--- src/rtl/seq_det_pkg.sv ---
// Shared constants, state-width helper and transition kinds for the run-sequence detector.
package seq_det_pkg;

   // Symbol value that never advances the detector.
   localparam int HOLD_SYM = 0;

   // Pattern length used when no override is given.
   localparam int DEF_PAT_LEN = 3;

   // Bits needed to hold the states 0..pat_len.
   function automatic int state_w(input int pat_len);
      return $clog2(pat_len + 1);
   endfunction

   // The MATCH state is the state one past the last run index.
   function automatic int match_state(input int pat_len);
      return pat_len;
   endfunction

   // MATCH constant for the default pattern length.
   localparam int DEF_MATCH_ST = DEF_PAT_LEN;

   // Kind of move taken by the detector on one cycle.
   typedef enum logic [2:0] {
      TR_HOLD,
      TR_ADV,
      TR_STAY,
      TR_RESTART,
      TR_IDLE
   } trans_e;

endpackage

--- src/rtl/seq_run_detector_sat_counter.sv ---
// Saturating up-counter with synchronous reset and synchronous clear.
module sat_counter #(
   parameter int CNT_W = 8
) (
   input  logic             clk,
   input  logic             reset,
   input  logic             clr,
   input  logic             inc,
   output logic [CNT_W-1:0] cnt
);

   // Count increments, sticking at all-ones; reset and clear both return to zero.
   always_ff @(posedge clk) begin
      if (reset) begin
         cnt <= '0;
      end else if (clr) begin
         cnt <= '0;
      end else if (inc && (cnt != {CNT_W{1'b1}})) begin
         cnt <= cnt + CNT_W'(1);
      end
   end

endmodule

--- src/rtl/seq_run_detector.sv ---
// Detects a sequence of symbol runs p[0], p[1], ... p[PAT_LEN-1] on a symbol stream.
// HOLD symbols (0) and invalid cycles leave the state alone; ans is high in MATCH.
// Optional feature macro: SEQDET_MATCH_CNT_EN adds the saturating match_cnt output.
module seq_run_detector
   import seq_det_pkg::*;
#(
   parameter int                          SYM_W   = 2,
   parameter int                          PAT_LEN = 3,
   parameter logic [PAT_LEN*SYM_W-1:0]    DEF_PAT = 6'b11_10_01,
   parameter int                          CNT_W   = 8
) (
   input  logic                     clk,
   input  logic                     reset,
   input  logic                     pat_load,
   input  logic [PAT_LEN*SYM_W-1:0] pat_in,
   input  logic                     in_valid,
   input  logic [SYM_W-1:0]         num,
   output logic                     ans
`ifdef SEQDET_MATCH_CNT_EN
   ,
   output logic [CNT_W-1:0]         match_cnt
`endif
);

   localparam int               ST_W     = state_w(PAT_LEN);
   localparam logic [ST_W-1:0]  ST_IDLE  = '0;
   localparam logic [ST_W-1:0]  ST_MATCH = ST_W'(match_state(PAT_LEN));
   localparam logic [ST_W-1:0]  ST_LAST  = ST_W'(match_state(PAT_LEN) - 1);

   logic [PAT_LEN*SYM_W-1:0] pat_r;
   logic [ST_W-1:0]          state_q;
   logic [ST_W-1:0]          state_d;
   trans_e                   tr;
   logic                     sym_ev;
   logic [SYM_W-1:0]         p_cur;
   logic [SYM_W-1:0]         p_prev;
   logic [SYM_W-1:0]         p_first;

   // A zero pattern entry can never be hit, so such a pattern is undetectable.
   function automatic logic hit(input logic [SYM_W-1:0] s, input logic [SYM_W-1:0] p);
      return (p != SYM_W'(HOLD_SYM)) && (s == p);
   endfunction

   // Pick out the entries relevant to the current state and choose the move.
   always_comb begin
      tr      = TR_HOLD;
      state_d = state_q;
      p_cur   = '0;
      p_prev  = '0;
      p_first = pat_r[SYM_W-1:0];
      sym_ev  = in_valid && (num != SYM_W'(HOLD_SYM));

      // p_cur is the run we are waiting for, p_prev the run we are inside.
      for (int i = 0; i < PAT_LEN; i++) begin
         if (ST_W'(i) == state_q) begin
            p_cur = pat_r[i*SYM_W +: SYM_W];
         end
         if (ST_W'(i + 1) == state_q) begin
            p_prev = pat_r[i*SYM_W +: SYM_W];
         end
      end

      if (pat_load) begin
         tr = TR_IDLE;
      end else if (sym_ev) begin
         if (state_q == ST_IDLE) begin
            tr = hit(num, p_first) ? TR_ADV : TR_IDLE;
         end else if (state_q == ST_MATCH) begin
            if (hit(num, p_prev)) begin
               tr = TR_STAY;
            end else if (hit(num, p_first)) begin
               tr = TR_RESTART;
            end else begin
               tr = TR_IDLE;
            end
         end else begin
            if (hit(num, p_cur)) begin
               tr = TR_ADV;
            end else if (hit(num, p_prev)) begin
               tr = TR_STAY;
            end else if (hit(num, p_first)) begin
               tr = TR_RESTART;
            end else begin
               tr = TR_IDLE;
            end
         end
      end

      case (tr)
         TR_ADV:     state_d = state_q + ST_W'(1);
         TR_RESTART: state_d = ST_W'(1);
         TR_IDLE:    state_d = ST_IDLE;
         default:    state_d = state_q;
      endcase
   end

   // State and pattern registers; a pattern load restarts detection on the same edge.
   always_ff @(posedge clk) begin
      if (reset) begin
         state_q <= ST_IDLE;
         pat_r   <= DEF_PAT;
      end else begin
         state_q <= state_d;
         if (pat_load) begin
            pat_r <= pat_in;
         end
      end
   end

   assign ans = (state_q == ST_MATCH);

`ifdef SEQDET_MATCH_CNT_EN
   logic inc_match;

   // Only the completing advance counts; staying in MATCH does not.
   assign inc_match = (tr == TR_ADV) && (state_q == ST_LAST);

   sat_counter #(
      .CNT_W (CNT_W)
   ) u_cnt (
      .clk   (clk),
      .reset (reset),
      .clr   (pat_load),
      .inc   (inc_match),
      .cnt   (match_cnt)
   );
`endif

endmodule

--- config.mk ---
export PLATFORM = sky130hd
export DESIGN_NAME = seq_run_detector
export DESIGN_NICKNAME = d
export VERILOG_FILES = /design/src/rtl/seq_det_pkg.sv /design/src/rtl/seq_run_detector_sat_counter.sv /design/src/rtl/seq_run_detector.sv
export SDC_FILE = /design/constraint.sdc
export NUM_CORES = 1
export LEC_CHECK = 0
export BUFFER_PORTS_ARGS = -buffer_cell sky130_fd_sc_hd__buf_2
export CAP_MARGIN = 40
export CORE_AREA = 5 5 45 47
export CTS_CLUSTER_SIZE = 8
export DETAILED_ROUTE_END_ITERATION = 16
export DIE_AREA = 0 0 50 52
export HOLD_SLACK_MARGIN = 0.03
export PLACE_DENSITY = 0.79
export SYNTH_ARGS = -nofsm -noshare
export SYNTH_HDL_FRONTEND = slang
export SYNTH_HIERARCHICAL = 1
export SYNTH_SLANG_ARGS = --single-unit
--- constraint.sdc ---
create_clock -name clk -period 4.2 [get_ports clk]
set_clock_uncertainty 0.2 [all_clocks]
set_input_delay 1.05 -clock clk [delete_from_list [all_inputs] [get_ports clk]]
set_output_delay 1.05 -clock clk [all_outputs]
set_load 0.01 [all_outputs]
==> impl_metrics.csv, run 1 <==
group,metric,value,unit
run_status,status,"finished clean",
route,drt_iter0_markers,23,
timing,drv_slew,0,
clock_network,cts_hold_buf,0,
setup_path,path_delay_family,"compound AO/OA/AOI/OAI gates",
finish,diodes,0,
floorplan,die_x,50,µm
yosys,synth_top_area_cell,"dfxtp_1",
floorplan,die_h,52,µm
timing,hold_viol_final,0,
route,wl,1720,µm
pwr,p_leak,0.364,nW
timing,timing.slew.headroom,70.1,%
route,first_pass_iters,4,
grt,grt_max_degree,16,
yosys,yosysTopAreaCellShare,21.6,%
setup_path,worstPathRequired,4.13,ns
route,vias,723,
setup_path,crit_type,"input port to register",
clock_network,path_clk_slew,0.05,ns
job,maxCapViolCount,0,
route,ant_nets,0,
clock_network,clock_latency,0.26,ns
yosys,synthArstFlopShare,0,%
timing,period_needed,2.65,ns
finish,drive_gt1_share,19.8,%
timing,rsz0062_at_grt,"no",
yosys,syn_inst,91,
clock_network,cts_tree,"done",
timing,whs,0.345,ns
route,viasPerCell,6.13,
yosys,synth_nets,107,
floorplan,core_area,0.00161,mm²
timing,worst_slack,1.55,ns
timing,min_period_over_period,63.2,%
pwr,power_density,224,mW/mm²
setup_path,cp.arrival,2.59,ns
clock_network,clockBufferDepth,2,
yosys,yosys_warnings,6,
placed_design,place.gp.congestion,0.854,
yosys,synth-main-ff-cell,"dfxtp_1",
floorplan,dieArea,0.00260,mm²
grt,antenna_found_initial,0,
placed_design,place.port_buffers,12,
grt,grt_pass1_wl,2930,µm
route,drcViolationCount,0,
floorplan,pin_count,13,
setup_path,cp_slowest_cell,"a41o_1",
yosys,yosysSeqAreaShare,21.6,%
clock_network,cts.sink_count,8,
finish,final_common_cell,"buf_2",
clock_network,cts_resized,0,
setup_path,cp_slowest_stage_delay,0.29,ns
grt,gr-total-overflow,0,
placed_design,hpwl,1300,µm
finish,fill_cells,167,
clock_network,cts_made_buffers,3,
route,wl_per_cell,14.6,µm
yosys,synth_edf_count,0,
setup_path,worstSetupStartpointType,"input port",
floorplan,rows,15,
timing,setup_violations,0,
yosys,synth_cell_type_count,39,
grt,grt_pass1_vias,680,
worst_hold_path,hold_class,"register to register",
finish,finalNetCount,119,
yosys,syn_area_per_cell,8.14,µm²
grt,grtUsageTotal,14.3,%
setup_path,critPathMaxFanout,13,
setup_path,reg2reg_setup_slack,1.56,ns
clock_network,cts_setup_buffers,0,
placed_design,pre_cts_ws,1.30,ns
setup_path,critPathBufInv,1,
yosys,synth_area,741,µm²
timing,tns,0,ns
clock_network,cts_root_buf,"clkbuf_4",
timing,tightest_slew,0.445,ns
timing,fmax,377,MHz
setup_path,cp-end-kind,"register",
floorplan,initial_utilization,45.9,%
yosys,synthTopCellsByArea,"dfxtp_1 (22%), mux2i_1 (9.5%), ha_1 (6.8%)",
setup_path,crit_chain,"buf_2, and4bb_1, a211oi_1, o211ai_1, a41o_1, a21oi_2, mux2i_1, nor2_1",
yosys,synth_seq_cells,8,
finish,area_growth,9.63,%
finish,layout_common_cells,"buf_2 (12), dfxtp_1 (8), mux2i_1 (7), nor2_1 (7), nand2_1 (7)",
pwr,ir_drop,147,µV
clock_network,htree_num_levels,1,
## tightest hold or removal path, cell delays in order (launching register included)
cell and delay [ns]:
dfxtp_1 0.33, mux2i_1 0.13, nor2_1 0.05
## worst paths after layout
kind	depth (start not counted)	to	from
setup / recovery	8	state_q[1]	num[1]
hold / removal	2	pat_r[2]	pat_r[2]
setup reg to reg	9	state_q[0]	state_q[0]
hold reg to reg	2	pat_r[2]	pat_r[2]
## flip-flops by register name, indices dropped and copies added, names as in the netlist
name,count
pat_r,6
state_q,2
## layout make-up
type	instances	area [µm²]	share of cell area (%)
Clock buffer	3	22.5	2.77
Inverter	6	22.5	2.77
Multi-Input combinational cell	72	526	64.7
Sequential cell	8	160	19.7
Tap cell	17	21.3	2.62
Timing Repair Buffer	12	60.1	7.40
## synthesized netlist by cell type, drive strengths merged, types with 3 or more instances
cell type	instances
a21oi	7
nor2	7
inv	6
nand3b	5
buf	3
ha	4
mux2i	7
o21ai	3
nor2b	5
nand2	7
dfxtp	8
## where the power goes
part	switching [mW]	internal (mW)
combinational	0.0198	0.0181
clock	0.0267	0.0327
sequential	0.00453	0.0797
## per-layer routing
metal  vias to the layer above  global-route usage (%)  part of all wire, %
met5                         -                       0                    0
met1                       348                    17.6                   44
li1                        352                       -                    -
met4                         0                    6.11                  1.9
met2                        19                    23.4                   50
met3                         4                    3.72                  4.5
## per-stage QoR
| stage | utilization, % | instance area (µm²) | power (mW) | cells |
|---|---|---|---|---|
| 2_1_floorplan | - | 741 | 0.112 | 91 |
| 5_1_grt | 50.3 | 812 | 0.192 | 118 |
| 4_1_cts | 50.3 | 812 | 0.182 | 118 |
| 3_3_place_gp | 48.9 | 790 | 0.121 | 115 |
| 3_5_place_dp | 48.9 | 790 | 0.123 | 115 |
| 6_report | 50.3 | 812 | 0.182 | 118 |
## cell families (layout without fill, tap and decap cells)
family          count (synthesis)  count (layout)  share of synthesized area, %
mux                             7               7                          9.46
compound gates                 25              25                          24.3
xor+xnor                        3               3                          3.55
buf+inv                        11              21                          7.43
fa+ha+maj                       4               4                          6.76
flops                           8               8                          21.6
simple gates                   33              33                          26.9
(Power assumes the default switching activity.)
==> run 2: changes to the inputs <==
--- a/config.mk
+++ b/config.mk
@@ -7,10 +7,10 @@
 export LEC_CHECK = 0
 export BUFFER_PORTS_ARGS = -buffer_cell sky130_fd_sc_hd__buf_2
 export CAP_MARGIN = 40
-export CORE_AREA = 5 5 45 47
+export CORE_AREA = 5 5 46 48
 export CTS_CLUSTER_SIZE = 8
 export DETAILED_ROUTE_END_ITERATION = 16
-export DIE_AREA = 0 0 50 52
+export DIE_AREA = 0 0 51 53
 export HOLD_SLACK_MARGIN = 0.03
 export PLACE_DENSITY = 0.79
 export SYNTH_ARGS = -nofsm -noshare
==> constraint.sdc (replaced) <==
create_clock -name clk -period 2.4 [get_ports clk]
set_clock_uncertainty 0.2 [all_clocks]
set_input_delay 0.6 -clock clk [delete_from_list [all_inputs] [get_ports clk]]
set_output_delay 0.6 -clock clk [all_outputs]
set_load 0.01 [all_outputs]
==> impl_metrics.csv, run 2 (same netlist as run 1, synthesis figures left out) <==
group,metric,value,unit
run_status,status,"finished clean",
floorplan,pin_count,13,
route,ant_nets,0,
clock_network,clockBufferDepth,2,
route,met1_length,854,µm
pwr,ir_drop,222,µV
floorplan,core_area,0.00167,mm²
floorplan,die_x,51,µm
finish,final_common_cell,"buf_2",
clock_network,htree_num_levels,1,
setup_path,crit_chain,"inv_1, ha_4, and4bb_1, a211oi_1, o211ai_1, a41o_1, a21oi_2, xnor2_1, o22ai_1",
clock_network,cts_made_buffers,3,
route,wl,1850,µm
grt,grtUsageTotal,14.9,%
finish,drive_gt1_share,28.3,%
floorplan,die_h,53,µm
timing,min_period_over_period,96.6,%
timing,fmax,431,MHz
timing,period_needed,2.32,ns
grt,grt_max_degree,16,
floorplan,dieArea,0.00270,mm²
timing,tightest_slew,0.420,ns
placed_design,hpwl,1360,µm
route,wl_per_cell,15.1,µm
setup_path,cp_slowest_cell,"dfxtp_2",
timing,tns,0,ns
setup_path,cp_slowest_stage_delay,0.37,ns
setup_path,crit_type,"register to register",
finish,area_growth,19.3,%
route,routed-wl-met2,907,µm
finish,layout_common_cells,"buf_2 (12), mux2i_1 (7), nor2_1 (7), nand2_1 (7), dfxtp_1 (7)",
grt,antenna_found_initial,0,
finish,largest-register,"pat_r",
pwr,clkPwrFrac,32.9,%
placed_design,place.gp.congestion,0.888,
worst_hold_path,hold_class,"register to register",
finish,largest_reg_flops,6,
pwr,power_switching,0.0937,mW
setup_path,cp.arrival,2.26,ns
setup_path,critPathMaxFanout,11,
timing,timing.slew.headroom,71.7,%
pwr,sw_frac_of_total,28.9,%
pwr,p_comb_share,21.7,%
finish,diodes,0,
route,dr_wl_met3,63,µm
route,drt_iter0_markers,11,
finish,design_area,883,µm²
clock_network,cts_hold_buf,0,
timing,setup_violations,0,
grt,gr-total-overflow,0,
clock_network,path_clk_slew,0.05,ns
job,maxCapViolCount,0,
setup_path,worstPathRequired,2.34,ns
floorplan,initial_utilization,44.3,%
clock_network,cts_root_buf,"clkbuf_4",
route,vias,720,
setup_path,critPathBufInv,1,
clock_network,cts_tree,"done",
setup_path,worstSetupStartpointType,"register",
route,top_layer_used,"met4",
pwr,seqPwrFrac,45.4,%
pwr,power_density,367,mW/mm²
placed_design,dpl_cell_area,820,µm²
finish,finalNetCount,124,
route,viasPerCell,5.85,
clock_network,cts.sink_count,8,
clock_network,clock_latency,0.26,ns
grt,grt_pass1_vias,704,
placed_design,place.port_buffers,12,
finish,top_regs,"pat_r: 6 flops, state_q: 2 flops",
setup_path,cp-end-kind,"register",
finish,fill_cells,151,
timing,drv_slew,0,
floorplan,rows,15,
grt,grt_pass1_wl,3060,µm
timing,hold_viol_final,0,
pwr,p_leak,0.386,nW
pwr,intPower,0.230,mW
timing,whs,0.326,ns
route,first_pass_iters,4,
route,drcViolationCount,0,
setup_path,path_delay_family,"compound AO/OA/AOI/OAI gates",
-- run 2: cell types whose count changed in the layout (fill, tap and decap cells not counted), sizes merged --
| cell | delta |
|---|---|
| buf | +5 |
-- run 2: power by group through the flow --
stage               clock network [mW]  registers (mW)  logic, mW
floorplan                            0           0.147     0.0484
global placement                     0           0.149     0.0641
detailed placement                   0           0.150     0.0669
CTS                              0.108           0.147     0.0676
global route                     0.122           0.148     0.0779
finish                           0.106           0.147     0.0703
-- run 2: per-layer routing --
metal / global-route usage (%) / vias to the layer above
met5: 0 / -
met4: 4.04 / 0
met3: 3.66 / 4
met2: 26.6 / 11
met1: 17.7 / 338
li1: - / 367
-- run 2: layout make-up --
class | count | area, µm² | share of cell area, %
timing repair buffer | 17 | 97.6 | 11.0
sequential | 8 | 161 | 18.3
multi-input combinational | 72 | 558 | 63.2
inverter | 6 | 22.5 | 2.55
tap | 17 | 21.3 | 2.41
clock buffer | 3 | 22.5 | 2.55
-- run 2: worst paths after layout --
check / from / endpoint / slack (ns) / cells past startpoint
worst max-delay path: state_q[1] / state_q[0] / 0.08 / 9
worst min-delay path: pat_r[4] / pat_r[4] / 0.33 / 2
worst max register to register: state_q[1] / state_q[0] / 0.08 / 9
worst min register to register: pat_r[4] / pat_r[4] / 0.33 / 2
-- run 2: what timing repair did --
item / in CTS / in global routing
buffers inserted: 0 / 1
cloned: 0 / 0
setup endpoints to repair: 2 / 2
resized for setup: 2 / 5
-- run 2: worst min-delay path, cell delays in order, from the launching register on --
cell and delay [ns]:
dfxtp_1 0.29, inv_1 0.08, o211ai_1 0.09
-- run 2: metrics by stage --
step | power, mW | utilization (%) | instances | worst slack, ns
final | 0.324 | 52.9 | 123 | 0.0808
after global routing | 0.348 | 52.9 | 123 | -0.0218
after CTS | 0.322 | 50.7 | 122 | 0.0283
after detailed placement | 0.217 | 49.1 | 119 | -0.0543
after global placement | 0.214 | 49.1 | 119 | 0.00190
after floorplan | 0.196 | - | 91 | 0.180
==> run 3: changes to the inputs <==
--- a/config.mk
+++ b/config.mk
@@ -7,12 +7,12 @@
 export LEC_CHECK = 0
 export BUFFER_PORTS_ARGS = -buffer_cell sky130_fd_sc_hd__buf_2
 export CAP_MARGIN = 40
-export CORE_AREA = 5 5 46 48
+export CORE_AREA = 5 5 56 58
 export CTS_CLUSTER_SIZE = 8
 export DETAILED_ROUTE_END_ITERATION = 16
-export DIE_AREA = 0 0 51 53
+export DIE_AREA = 0 0 61 63
 export HOLD_SLACK_MARGIN = 0.03
-export PLACE_DENSITY = 0.79
+export PLACE_DENSITY = 0.59
 export SYNTH_ARGS = -nofsm -noshare
 export SYNTH_HDL_FRONTEND = slang
 export SYNTH_HIERARCHICAL = 1
==> impl_metrics.csv, run 3 (same netlist as run 1, synthesis figures left out) <==
group,metric,value,unit
run_status,status,"finished clean",
route,first_pass_iters,4,
finish,final_common_cell,"buf_2",
grt,grt_pass1_wl,3020,µm
floorplan,die_x,61,µm
finish,design_area,920,µm²
placed_design,place_inst,134,
timing,min_period_over_period,96.4,%
floorplan,rows,19,
setup_path,crit_type,"register to register",
clock_network,clock_latency,0.25,ns
setup_path,worstPathRequired,2.33,ns
setup_path,critPathBufInv,2,
floorplan,pin_count,13,
grt,antenna_found_initial,0,
grt,grtUsageTotal,10.1,%
setup_path,worstSetupStartpointType,"register",
placed_design,hpwl,1390,µm
pwr,ir_drop,296,µV
finish,diodes,0,
setup_path,crit_top_cell,"a21oi_2",
placed_design,place.port_buffers,12,
finish,stdcell_count,139,
timing,period_needed,2.31,ns
setup_path,cp_slowest_stage_delay,0.35,ns
floorplan,die_h,63,µm
placed_design,pre_cts_ws,-0.0498,ns
job,maxCapViolCount,0,
finish,top_regs,"pat_r: 6 flops, state_q: 2 flops",
floorplan,core_area,0.00262,mm²
route,drcViolationCount,0,
finish,fin_util,35.2,%
setup_path,crit_chain,"inv_1, buf_4, ha_2, nand2_1, mux2i_1, a21oi_2, o31ai_1, a21oi_2, xnor2_1, o22ai_1",
route,ant_nets,0,
pwr,total_power,0.321,mW
finish,fill_cells,280,
timing,tns,0,ns
finish,register_area,164,µm²
clock_network,clockBufferDepth,2,
clock_network,htree_num_levels,1,
placed_design,dpl_cell_area,845,µm²
grt,gr-total-overflow,0,
timing,drv_slew,0,
pwr,p_leak,0.396,nW
route,viasPerCell,5.46,
floorplan,initial_utilization,28.3,%
grt,grt_max_degree,14,
timing,setup_violations,0,
setup_path,cp-end-kind,"register",
finish,largest_reg_flops,6,
timing,whs,0.309,ns
finish,largest-register,"pat_r",
setup_path,critPathMaxFanout,5,
route,wl_per_cell,13.6,µm
finish,area_growth,24.2,%
timing,rsz0062_at_grt,"yes",
route,vias,759,
route,wl,1890,µm
timing,tightest_slew,0.405,ns
floorplan,dieArea,0.00384,mm²
timing,hold_viol_final,0,
grt,grt_pass1_vias,707,
route,drt_iter0_markers,33,
setup_path,path_delay_family,"compound AO/OA/AOI/OAI gates",
pwr,power_density,349,mW/mm²
timing,worst_slack,0.0872,ns
setup_path,cp_slowest_cell,"dfxtp_1",
worst_hold_path,hold_class,"register to register",
clock_network,path_clk_slew,0.06,ns
clock_network,cts_tree,"done",
setup_path,cp.arrival,2.24,ns
finish,drive_gt1_share,30.6,%
placed_design,place.gp.congestion,0.828,
finish,multi_input_comb_area,559,µm²
timing,timing.slew.headroom,72.8,%
clock_network,cts.sink_count,8,
finish,finalNetCount,126,
clock_network,cts_made_buffers,3,
clock_network,cts_root_buf,"clkbuf_4",
timing,fmax,432,MHz
## run 3: cell types whose count changed in the layout (fill, tap and decap cells not counted)
cell	change
o31ai_2	-1
a21oi_1	-1
buf_4	+2
ha_2	+1
o31ai_1	+1
ha_1	-1
dfxtp_2	-1
dfxtp_4	+1
a21oi_2	+1
## run 3: cell type report
type / count / area share (%)
Timing Repair Buffer: 19 / 12.2
Inverter: 6 / 2.45
Tap cell: 31 / 4.22
Clock buffer: 3 / 2.45
Multi-Input combinational cell: 72 / 60.8
Sequential cell: 8 / 17.8
## run 3: worst min-delay path, stage by stage (launching register included)
cell and delay [ns]:
dfxtp_1 0.29, inv_1 0.08, o211ai_1 0.08
## run 3: power breakdown
| part | internal, mW | switching [mW] | total, mW |
|---|---|---|---|
| clock | 0.0574 | 0.0482 | 0.106 |
| combinational | 0.0333 | 0.0360 | 0.0693 |
| sequential | 0.138 | 0.00770 | 0.146 |
| total | 0.229 | 0.0919 | 0.321 |
## run 3: worst paths after layout
| kind | from | to | slack, ns | depth (start not counted) |
|---|---|---|---|---|
| worst max-delay path | state_q[0] | state_q[0] | 0.09 | 10 |
| worst min-delay path | pat_r[4] | pat_r[4] | 0.31 | 2 |
| worst max register to register | state_q[0] | state_q[0] | 0.09 | 10 |
| worst min register to register | pat_r[4] | pat_r[4] | 0.31 | 2 |
## run 3: what timing repair did
| item | in CTS | in global routing |
|---|---|---|
| endpoints found under the setup margin | 2 | 2 |
| gates cloned | 0 | 0 |
| resized for setup | 2 | 7 |
| pin swaps | 0 | 5 |
| buffers inserted | 0 | 2 |
| hold buffers | 0 | 0 |
## run 3: metal layers
| metal | up-vias | wire length [µm] | global-route usage [%] |
|---|---|---|---|
| li1 | 371 | - | - |
| met1 | 346 | 823 | 12.5 |
| met2 | 40 | 888 | 16.4 |
| met3 | 2 | 174 | 3.31 |
| met5 | - | 0 | 0 |
| met4 | 0 | 4 | 2.98 |
